**config.mk**
```make
export PLATFORM = sky130hd
export DESIGN_NAME = ibex_tlul_host_mux
export DESIGN_NICKNAME = d
export VERILOG_FILES = /design/src/rtl/tlul_pkg.sv /design/src/rtl/ibex_tlul_mux_pkg.sv /design/src/rtl/ibex_tlul_rr_arb2.sv /design/src/rtl/ibex_tlul_host_mux.sv
export SDC_FILE = /design/constraint.sdc
export NUM_CORES = 1
export LEC_CHECK = 0
export ABC_AREA = 1
export BUFFER_PORTS_ARGS = -buffer_cell sky130_fd_sc_hd__buf_2
export CAP_MARGIN = 20
export CORE_AREA = 2 2 196 198
export CTS_BUF_LIST = sky130_fd_sc_hd__clkbuf_8
export DETAILED_ROUTE_END_ITERATION = 6
export DIE_AREA = 0 0 198 200
export PLACE_DENSITY = 0.36
export REMOVE_ABC_BUFFERS = 1
export SLEW_MARGIN = 20
export SYNTH_ARGS = -nofsm -noshare
export SYNTH_HDL_FRONTEND = slang
export SYNTH_SLANG_ARGS = --single-unit
```
**constraint.sdc**
```tcl
create_clock -name clk_i -period 3.21 [get_ports clk_i]
set_input_delay 0.321 -clock clk_i [delete_from_list [all_inputs] [get_ports clk_i]]
set_output_delay 0.321 -clock clk_i [all_outputs]
set_load 0.02 [all_outputs]
```
**src/rtl/tlul_pkg.sv**
```systemverilog
// tlul_pkg: shared TL-UL channel types used across the Ibex SoC.
package tlul_pkg;

    localparam int TL_AW  = 32;
    localparam int TL_DW  = 32;
    localparam int TL_AIW = 8;
    localparam int TL_DIW = 1;
    localparam int TL_SZW = 2;
    localparam int TL_DBW = TL_DW / 8;

    typedef enum logic [2:0] {
        PutFullData    = 3'h0,
        PutPartialData = 3'h1,
        Get            = 3'h4
    } tl_a_op_e;

    typedef enum logic [2:0] {
        AccessAck     = 3'h0,
        AccessAckData = 3'h1
    } tl_d_op_e;

    typedef struct packed {
        logic [6:0] cmd_intg;
        logic [6:0] data_intg;
    } tl_a_user_t;

    typedef struct packed {
        logic [6:0] rsp_intg;
        logic [6:0] data_intg;
    } tl_d_user_t;

    typedef struct packed {
        logic              a_valid;
        tl_a_op_e          a_opcode;
        logic [2:0]        a_param;
        logic [TL_SZW-1:0] a_size;
        logic [TL_AIW-1:0] a_source;
        logic [TL_AW-1:0]  a_address;
        logic [TL_DBW-1:0] a_mask;
        logic [TL_DW-1:0]  a_data;
        tl_a_user_t        a_user;
        logic              d_ready;
    } tl_h2d_t;

    typedef struct packed {
        logic              d_valid;
        tl_d_op_e          d_opcode;
        logic [2:0]        d_param;
        logic [TL_SZW-1:0] d_size;
        logic [TL_AIW-1:0] d_source;
        logic [TL_DIW-1:0] d_sink;
        logic [TL_DW-1:0]  d_data;
        tl_d_user_t        d_user;
        logic              d_error;
        logic              a_ready;
    } tl_d2h_t;

endpackage

```
**src/rtl/ibex_tlul_mux_pkg.sv**
```systemverilog
// ibex_tlul_mux_pkg: host indices and widths shared by the Ibex TL-UL host mux.
package ibex_tlul_mux_pkg;
    import tlul_pkg::*;

    typedef enum logic {
        HostInstr = 1'b0,
        HostData  = 1'b1
    } host_idx_e;

    // The a_source / d_source MSB carries the host index on the merged port.
    localparam int SrcHostBit = TL_AIW - 1;
    localparam int OutstCntW  = 8;

endpackage

```
**src/rtl/ibex_tlul_rr_arb2.sv**
```systemverilog
// ibex_tlul_rr_arb2: two-way arbiter. Round-robin or fixed priority (host 1
// wins), with a lock that freezes the choice while a request is stalled.
module ibex_tlul_rr_arb2
    import ibex_tlul_mux_pkg::*;
#(
    parameter bit RoundRobin = 1'b1
) (
    input  logic       clk_i,
    input  logic       rst_ni,
    input  logic [1:0] req_i,
    input  logic       hold_i,
    input  logic       ack_i,
    output logic       sel_o
);

    logic arb_last_q, lock_q, sel_q;

    // Pick a winner; a locked choice or an idle cycle keeps the previous one.
    always_comb begin
        sel_o = sel_q;
        if (!lock_q) begin
            case (req_i)
                2'b01:   sel_o = HostInstr;
                2'b10:   sel_o = HostData;
                2'b11:   sel_o = RoundRobin ? ~arb_last_q : HostData;
                default: sel_o = sel_q;
            endcase
        end
    end

    // Arbiter state: last winner, lock while stalled, current choice.
    always_ff @(posedge clk_i or negedge rst_ni) begin
        if (!rst_ni) begin
            arb_last_q <= 1'b1;
            lock_q     <= 1'b0;
            sel_q      <= 1'b0;
        end else begin
            sel_q  <= sel_o;
            lock_q <= hold_i;
            if (ack_i) begin
                arb_last_q <= sel_o;
            end
        end
    end

endmodule

```
**src/rtl/ibex_tlul_host_mux.sv**
```systemverilog
// ibex_tlul_host_mux: merges the Ibex instruction (host 0) and data (host 1)
// TL-UL ports onto one device port. The host index rides in the a_source MSB
// and steers D-channel responses back. Per-host outstanding counters gate
// eligibility and catch orphan responses.
// Optional: define IBEX_TLUL_HOST_MUX_STATS_EN for grant/stall counters.
module ibex_tlul_host_mux
    import tlul_pkg::*;
    import ibex_tlul_mux_pkg::*;
#(
    parameter int unsigned MaxOutstanding = 8,
    parameter bit          RoundRobin     = 1'b1
) (
    input  logic        clk_i,
    input  logic        rst_ni,
    input  tl_h2d_t     host0_tl_i,
    output tl_d2h_t     host0_tl_o,
    input  tl_h2d_t     host1_tl_i,
    output tl_d2h_t     host1_tl_o,
    output tl_h2d_t     dev_tl_o,
    input  tl_d2h_t     dev_tl_i,
`ifdef IBEX_TLUL_HOST_MUX_STATS_EN
    output logic [31:0] grant_cnt0_o,
    output logic [31:0] grant_cnt1_o,
    output logic [31:0] stall_cnt_o,
`endif
    output logic        err_o
);

    localparam logic [OutstCntW-1:0] CntMax = OutstCntW'(MaxOutstanding);

    logic                      sel, dev_a_valid, a_hs, d_hs, d_host;
    logic [1:0]                host_valid, src_bad, eligible, inc, dec;
    logic [1:0][OutstCntW-1:0] cnt_q, cnt_d;
    logic                      err_q, err_d;
    tl_h2d_t                   sel_req;

    assign host_valid  = {host1_tl_i.a_valid, host0_tl_i.a_valid};
    assign src_bad     = {host1_tl_i.a_source[SrcHostBit], host0_tl_i.a_source[SrcHostBit]};
    assign eligible[0] = host_valid[0] && (cnt_q[0] < CntMax);
    assign eligible[1] = host_valid[1] && (cnt_q[1] < CntMax);

    assign sel_req     = sel ? host1_tl_i : host0_tl_i;
    assign dev_a_valid = eligible[sel];
    assign a_hs        = dev_a_valid && dev_tl_i.a_ready;
    assign d_host      = dev_tl_i.d_source[SrcHostBit];
    assign d_hs        = dev_tl_i.d_valid && (d_host ? host1_tl_i.d_ready : host0_tl_i.d_ready);
    assign inc         = {a_hs && sel, a_hs && !sel};
    assign dec         = {d_hs && d_host, d_hs && !d_host};

    ibex_tlul_rr_arb2 #(
        .RoundRobin(RoundRobin)
    ) u_arb (
        .clk_i  (clk_i),
        .rst_ni (rst_ni),
        .req_i  (eligible),
        .hold_i (dev_a_valid && !dev_tl_i.a_ready),
        .ack_i  (a_hs),
        .sel_o  (sel)
    );

    // Merged A channel from the selected host, host index stamped into the source MSB.
    always_comb begin
        dev_tl_o          = sel_req;
        dev_tl_o.a_valid  = dev_a_valid;
        dev_tl_o.a_source = {sel, sel_req.a_source[SrcHostBit-1:0]};
        dev_tl_o.d_ready  = d_host ? host1_tl_i.d_ready : host0_tl_i.d_ready;
    end

    // D channel routed by source MSB; a_ready only to the selected, eligible host.
    always_comb begin
        host0_tl_o                      = dev_tl_i;
        host0_tl_o.d_source[SrcHostBit] = 1'b0;
        host0_tl_o.d_valid              = dev_tl_i.d_valid && !d_host;
        host0_tl_o.a_ready              = !sel && eligible[0] && dev_tl_i.a_ready;
        host1_tl_o                      = dev_tl_i;
        host1_tl_o.d_source[SrcHostBit] = 1'b0;
        host1_tl_o.d_valid              = dev_tl_i.d_valid && d_host;
        host1_tl_o.a_ready              = sel && eligible[1] && dev_tl_i.a_ready;
    end

    // Outstanding counter next-state; an orphan or a set source MSB raises the error.
    always_comb begin
        err_d = err_q | (|(host_valid & src_bad));
        for (int h = 0; h < 2; h++) begin
            cnt_d[h] = cnt_q[h];
            if (inc[h] && !dec[h]) begin
                cnt_d[h] = cnt_q[h] + 1'b1;
            end else if (dec[h] && !inc[h]) begin
                if (cnt_q[h] == '0) begin
                    err_d = 1'b1;
                end else begin
                    cnt_d[h] = cnt_q[h] - 1'b1;
                end
            end
        end
    end

    // Counter and sticky error registers.
    always_ff @(posedge clk_i or negedge rst_ni) begin
        if (!rst_ni) begin
            cnt_q <= '0;
            err_q <= 1'b0;
        end else begin
            cnt_q <= cnt_d;
            err_q <= err_d;
        end
    end

    assign err_o = err_q;

`ifdef IBEX_TLUL_HOST_MUX_STATS_EN
    logic [31:0] grant_cnt0_q, grant_cnt1_q, stall_cnt_q;

    // Grant counters wrap; the stall counter saturates at all-ones.
    always_ff @(posedge clk_i or negedge rst_ni) begin
        if (!rst_ni) begin
            grant_cnt0_q <= '0;
            grant_cnt1_q <= '0;
            stall_cnt_q  <= '0;
        end else begin
            if (inc[0]) grant_cnt0_q <= grant_cnt0_q + 32'd1;
            if (inc[1]) grant_cnt1_q <= grant_cnt1_q + 32'd1;
            if (eligible[~sel] && (stall_cnt_q != '1)) stall_cnt_q <= stall_cnt_q + 32'd1;
        end
    end

    assign grant_cnt0_o = grant_cnt0_q;
    assign grant_cnt1_o = grant_cnt1_q;
    assign stall_cnt_o  = stall_cnt_q;
`endif

endmodule
```
# ---- Yosys cells after proc, flatten, opt, wreduce, memory -nomap -nowiden
# Index checks and enable logic that the tools add are counted.
dict set report word_totals {
  wordCells 72
  register_bits 20
}
dict set report op_classes {
  eq_ne 5
  addsub 4
  n_mux 18
  reduce_logical 33
  bitwise 3
  n_lt_le_gt_ge 3
}
# op count
set op_table {}
lappend op_table {{2-to-1 mux 99 bit} 1}
lappend op_table {{2-to-1 mux 8 bit} 6}
lappend op_table {{logical AND 1 bit} 19}
lappend op_table {{adder 8 x 1 -> 8 bit (second input constant)} 2}
lappend op_table {{zero test 8 bit} 2}
lappend op_table {{less-than comparator 8 x 4 -> 1 bit (second input constant)} 2}
lappend op_table {{subtractor 8 x 1 -> 8 bit (second input constant)} 2}
lappend op_table {{2-to-1 mux 1 bit} 10}
lappend op_table {{zero test 1 bit} 7}
lappend op_table {{equality test 2 bit (second input constant)} 2}
lappend op_table {{inequality test 2 bit (second input constant)} 2}
lappend op_table {{AND reduction 2 bit} 2}
lappend op_table {{nonzero test 2 bit} 2}
lappend op_table {{case mux 1 bit (3 select lines)} 1}
lappend op_table {{bitwise AND 2 bit} 1}
lappend op_table {{equality test 2 x 1 -> 1 bit (second input constant)} 1}
lappend op_table {{less-than comparator 1 x 2 -> 1 bit (second input constant)} 1}
lappend op_table {{OR reduction 2 bit} 1}
lappend op_table {{NOT 1 bit} 1}
lappend op_table {{bitwise OR 1 bit} 1}

# ---- Longest topological paths before layout
dict set report depth {
  depth_word 16
  depth_mapped 22
  ltp_nobuf 20
}

# ---- Hierarchy
# Synthesis repeated with hierarchy kept, for this count alone.
dict set report unflattened {
  cells_unflattened 680
  hier_area_um2 3865.0
}
# module n_inst cells_each seq_area_each_um2 area_per_inst_um2
set modules_own_cells {}
lappend modules_own_cells {ibex_tlul_host_mux 1 663 425.4 3732.3}
lappend modules_own_cells {ibex_tlul_rr_arb2 1 17 76.3 132.6}

# ---- Worst setup path before layout
# Ideal clock, no wire load.
dict set report synth_path {
  kind {register to register}
  startpoint {reg cnt_q[12] (netlist bit)}
  endpoint {reg cnt_q[14] (netlist bit)}
  setup_slack_ns 0.474
  path_buffers 2
  arrival_ns 2.602
  period_less_slack_ns 2.736
  setup_ns 0.134
  path_stages_with_launch 22
  path_cell_list {dfrtp_1 -> nor2_1 -> nand2_1 -> nor2_2 -> nand3_1 -> nand2_1 -> nand2_2 -> buf_6 -> buf_6 -> nor2_2 -> nand2_2 -> inv_1 -> ha_1 -> inv_1 -> ha_1 -> nand2_1 -> nand2_1 -> nand2_1 -> nand3_1 -> or2_2 -> nand3_1 -> o21ai_0}
}
dict set report synth_between {
  elab_chain_cells 13
}
# element line
set synth_rtl {}
lappend synth_rtl {{from (decl)} ibex_tlul_host_mux.sv:33} ;# logic [1:0][OutstCntW-1:0] cnt_q, cnt_d;
lappend synth_rtl {{from (signal assigned)} ibex_tlul_host_mux.sv:104} ;# cnt_q <= cnt_d;
lappend synth_rtl {{less-than comparator 8 x 4 -> 1 bit} ibex_tlul_host_mux.sv:40} ;# assign eligible[1] = host_valid[1] && (cnt_q[1] < CntMax);
lappend synth_rtl {{logical AND 1 bit} ibex_tlul_host_mux.sv:40}
lappend synth_rtl {{equality test 2 bit / equality test 2 x 1 -> 1 bit (equally long branches)} ibex_tlul_rr_arb2.sv:22} ;# case (req_i)
lappend synth_rtl {{case mux 1 bit (3 select lines)} ibex_tlul_rr_arb2.sv:22}
lappend synth_rtl {{2-to-1 mux 1 bit} ibex_tlul_rr_arb2.sv:21} ;# if (!lock_q) begin
lappend synth_rtl {{2-to-1 mux 1 bit (not written as such) (2 in a row)} ibex_tlul_host_mux.sv:43} ;# assign dev_a_valid = eligible[sel];
lappend synth_rtl {{logical AND 1 bit} ibex_tlul_host_mux.sv:44} ;# assign a_hs = dev_a_valid && dev_tl_i.a_ready;
lappend synth_rtl {{logical AND 1 bit} ibex_tlul_host_mux.sv:47} ;# assign inc = {a_hs && sel, a_hs && !sel};
lappend synth_rtl {{zero test 1 bit} ibex_tlul_host_mux.sv:88} ;# end else if (dec[h] && !inc[h]) begin
lappend synth_rtl {{logical AND 1 bit} ibex_tlul_host_mux.sv:88}
lappend synth_rtl {{nonzero test 2 bit (no source line)} n/a}
lappend synth_rtl {{AND reduction 2 bit (no source line)} n/a}
# Parallel ways exist; a longest one is shown, timed or not. The select of a mux whose other input is x is not followed.
# A chain may end at the register's enable or synchronous reset.

# ---- Final worst setup path
dict set report layout_path {
  startpoint {reg cnt_q[4] (netlist bit)}
  endpoint {reg cnt_q[14] (netlist bit)}
}
dict set report layout_between {
  elab_chain_cells 13
}
# element line
set layout_rtl {}
lappend layout_rtl {{less-than comparator 8 x 4 -> 1 bit (*)} ibex_tlul_host_mux.sv:39} ;# assign eligible[0] = host_valid[0] && (cnt_q[0] < CntMax);
lappend layout_rtl {{logical AND 1 bit (*)} ibex_tlul_host_mux.sv:39}
lappend layout_rtl {{equality test 2 bit / equality test 2 x 1 -> 1 bit (equally long branches)} ibex_tlul_rr_arb2.sv:22}
lappend layout_rtl {{case mux 1 bit (3 select lines)} ibex_tlul_rr_arb2.sv:22}
lappend layout_rtl {{2-to-1 mux 1 bit} ibex_tlul_rr_arb2.sv:21}
lappend layout_rtl {{2-to-1 mux 1 bit (not written as such) (2 in a row)} ibex_tlul_host_mux.sv:43}
lappend layout_rtl {{logical AND 1 bit} ibex_tlul_host_mux.sv:44}
lappend layout_rtl {{logical AND 1 bit (*)} ibex_tlul_host_mux.sv:47}
lappend layout_rtl {{zero test 1 bit} ibex_tlul_host_mux.sv:88}
lappend layout_rtl {{logical AND 1 bit} ibex_tlul_host_mux.sv:88}
lappend layout_rtl {{nonzero test 2 bit (no source line)} n/a}
lappend layout_rtl {{AND reduction 2 bit (no source line)} n/a}
# Mark *: on every way between the ends. The rest lies on a longest branch, timed or not. The select of a mux whose other input is x is not followed.

==> implementation parameters <==
Parameter                              Value

Timing
  Number of failing hold endpoints at the final stage ... 0
  Shortest period the worst path allows ... 2850 ps
  Share of the clock period used by the worst path after layout ... 88.9%
  Worst Setup Slack, final ... 357 ps
  Rel. slew slack ... 65.4%
  Fin. max-slew vios ... 0
  Final setup violation count ... 0
  Setup repair after global routing missed its margin ... no
  Clk_skew ... 2.22 ps
  Final hold slack ... 21.3 ps
  Upper clock frequency limit ... 350 MHz
  Least-Margin Pin Slew ... 519 ps

Route
  DRT antenna net count ... 0
  Number of design rule violations left after detail routing ... 0
  Via/cell ratio ... 3.41
  WL final ... 22400 um
  Via count ... 4524
  Initial DRC Count ... 213
  Pre-Repair DR Iteration Count ... 4
  WL/cell ... 16.8 um

Synthesis
  Most frequently used cell type in the post-synthesis netlist ... nand2_1
  Fraction of registers with async set/reset ... 100%
  Dominant combinational cell family by area after synthesis ... simple AND/OR/NAND/NOR gates
  Compound-cell area share of the yosys netlist ... 3.52%
  Yosys cell types ... 27
  Yosys Warn Count ... 0
  Netlist area before placement ... 3740 um^2
  Top FF cell, synth ... dfrtp_1
  EDFF count, synth ... 0
  Sequential fraction of the synthesis area ... 13.4%
  Biggest area contributors in the synthesized netlist ... nand2_1, buf_4, dfrtp_1, ha_1, inv_1
  Post-Syn Instances ... 651
  Share of cell area taken by muxes after synthesis ... 0%
  Simple-gate portion of the synthesized area ... 40.7%
  Mean post-synth cell area ... 5.74 um^2
  Fraction of the mapped netlist area in adder cells ... 6.43%
  Synthesis-stage register bit count ... 20
  Most common library cells after synthesis ... nand2_1, buf_4, inv_1
  Xor and xnor area share after synthesis ... 2.81%
  Cell accounting for the most synthesized area ... nand2_1
  Area fraction of the dominant cell type after synthesis ... 35.5%

GRT
  Via count of the first global-routing pass ... 4085
  Wire length of the first global-routing pass ... 29500 um
  Total track usage ... 10.5%
  Largest net degree at the start of global routing ... 100
  GRT Residual Overflow ... 0
  Antenna violations before repair ... 0

Finish
  Non-filler cells, final ... 1328
  Layout cell share with drive strength beyond 1 ... 39.9%
  Area growth, synth to finish ... 31.6%
  Number of nets in the layout ... 1104
  Antenna diode count ... 0
  Fill cell total of the finished layout ... 4408
  Final core utilization ... 13.2%

Clocking
  Clk pin slew, worst setup/hold paths ... 80 ps
  Number of gates resized after CTS ... 0
  H-tree lvl count ... 1
  Post-CTS Hold Fix Bufs ... 0
  Bufs on Longest Clock Path ... 2
  Clock tree root buffer cell ... clkbuf_8
  Clock tree from TritonCTS ... built
  Inserted Clock Buffers ... 3
  Clock Latency Late Sink ... 260 ps
  Setup fix buffers added after clock tree synthesis ... 0
  Number of clock sinks ... 20

Critical path
  Worst reg2reg path depth ... 18
  Data arrival time of the worst path ... 3000 ps
  Critical-path maximum fanout ... 8
  Data required time of the worst path ... 3360 ps
  Setup slack on the worst flop-to-flop path ... 360 ps
  Worst setup SP type ... flip-flop
  Kind of capture point of the worst setup path ... flip-flop
  Critical path class ... flip-flop to flip-flop
  Reg2reg start ... cnt_q[4]
  Capturing point of the worst reg2reg path ... cnt_q[14]

Placement
  Count of input and output buffers ... 309
  Worst-case setup slack after placement ... 361 ps
  Routability-driven placement congestion ratio ... 0.743
  DP HPWL ... 18300 um
  Dpl cells ... 1324

Pwr
  Total power of the final layout ... 0.00469 W
  Pwr dens ... 954 nW/um^2
  Leakage power of the design ... 3.00 nW
  Peak ir drop on the vdd network ... 0.000446 V

Run status
  Run status ... finished clean

Die
  Number of primary I/O pins ... 501
  Die height ... 200 um
  Die outline area ... 39600 um^2
  Horizontal die dimension ... 198 um
  Row cnt ... 71
  Std-Cell Core Area ... 37400 um^2
  Initial core utilization ... 9.99%

Worst hold path
  Kind of path behind the tightest hold check ... input port to async pin

Job
  Max-cap violations ... 0
area by class of cell:
class | instances | area [um^2] | area share (%)
well taps | 511 | 639 | 13.0
multi-input cells | 448 | 2010 | 40.9
repair buffers | 313 | 1600 | 32.6
inverters | 32 | 120 | 2.44
clock inverters | 1 | 3.75 | 0.0763
clock buffers | 3 | 41.3 | 0.839
flip-flops and latches | 20 | 502 | 10.2
how the worst max path moves through the flow:
stage                  start  cells past startpoint   endpoint  slack [ps]
floorplan           cnt_q[4]                     17   cnt_q[6]        -200
detailed placement  cnt_q[4]                     18  cnt_q[14]         360
global placement    cnt_q[4]                     18  cnt_q[14]         360
global route        cnt_q[4]                     17   cnt_q[7]           4
finish              cnt_q[4]                     18  cnt_q[14]         360
CTS                 cnt_q[4]                     18  cnt_q[14]         340
cells in the final DEF (no fill, tap or decap), types with 3 or more instances in the layout:
master    netlist  final
a21oi_1         8      8
buf_2          16    309
clkbuf_8        0      3
dfrtp_1        19     19
ha_1           16     16
inv_1          30     31
nand2_1       353    353
nand3_1        13     13
nand4_1         5      5
nor2_1         13     13
o21ai_0        11     11
xnor2_1         5      5
xor2_1          7      7
stage by stage:
stage | area, um^2 | TNS, ps
after global placement | 4870 | 0
after detailed placement | 4870 | 0
after global routing | 4920 | 0
after floorplan | 2630 | -10090
after CTS | 4920 | 0
final | 4920 | 0
sequential cells by signal, summed over array words and instances (netlist names):
name,cells
cnt_q,16
err_o,1
u_arb.arb_last_q,1
u_arb.lock_q,1
u_arb.sel_q,1
critical path, stage by stage (launching register included):
cell and delay, ps:
dfrtp_1 410, nor2_1 140, nand4_1 170, nor2_1 120
nand2_1 100, nand2_4 130, nor2_2 50, nand2_2 80
inv_1 50, ha_1 210, inv_1 240, ha_1 350
nand2_1 80, nand2_1 70, nand2_1 60, nand3_1 80
or2_2 270, nand3_1 60, o21ai_0 70
report_power, final:
part,total (W),switching [W],internal (W)
clock,0.000173,0.0000881,0.0000852
combinational,0.00405,0.00273,0.00132
sequential,0.000469,0.0000989,0.000370
total,0.00469,0.00292,0.00177
layer usage:
layer	wire, um	GRT usage (%)	vias up	share of wire (%)
li1	-	-	2169	-
met1	9380	13.1	1953	42
met2	8690	13.1	376	39
met3	3970	9.14	20	18
met5	214	5.80	-	0.96
met4	112	1.09	6	0.50
cell families after synthesis:
family / count (synthesis)
AND/OR/NAND/NOR: 392
AO/OA/AOI/OAI: 24
adder cells (fa/ha/maj): 18
flip-flops: 20
other: 1
buffers and inverters: 184
XOR/XNOR: 12
No activity file was read; power rests on OpenSTA's default activity.
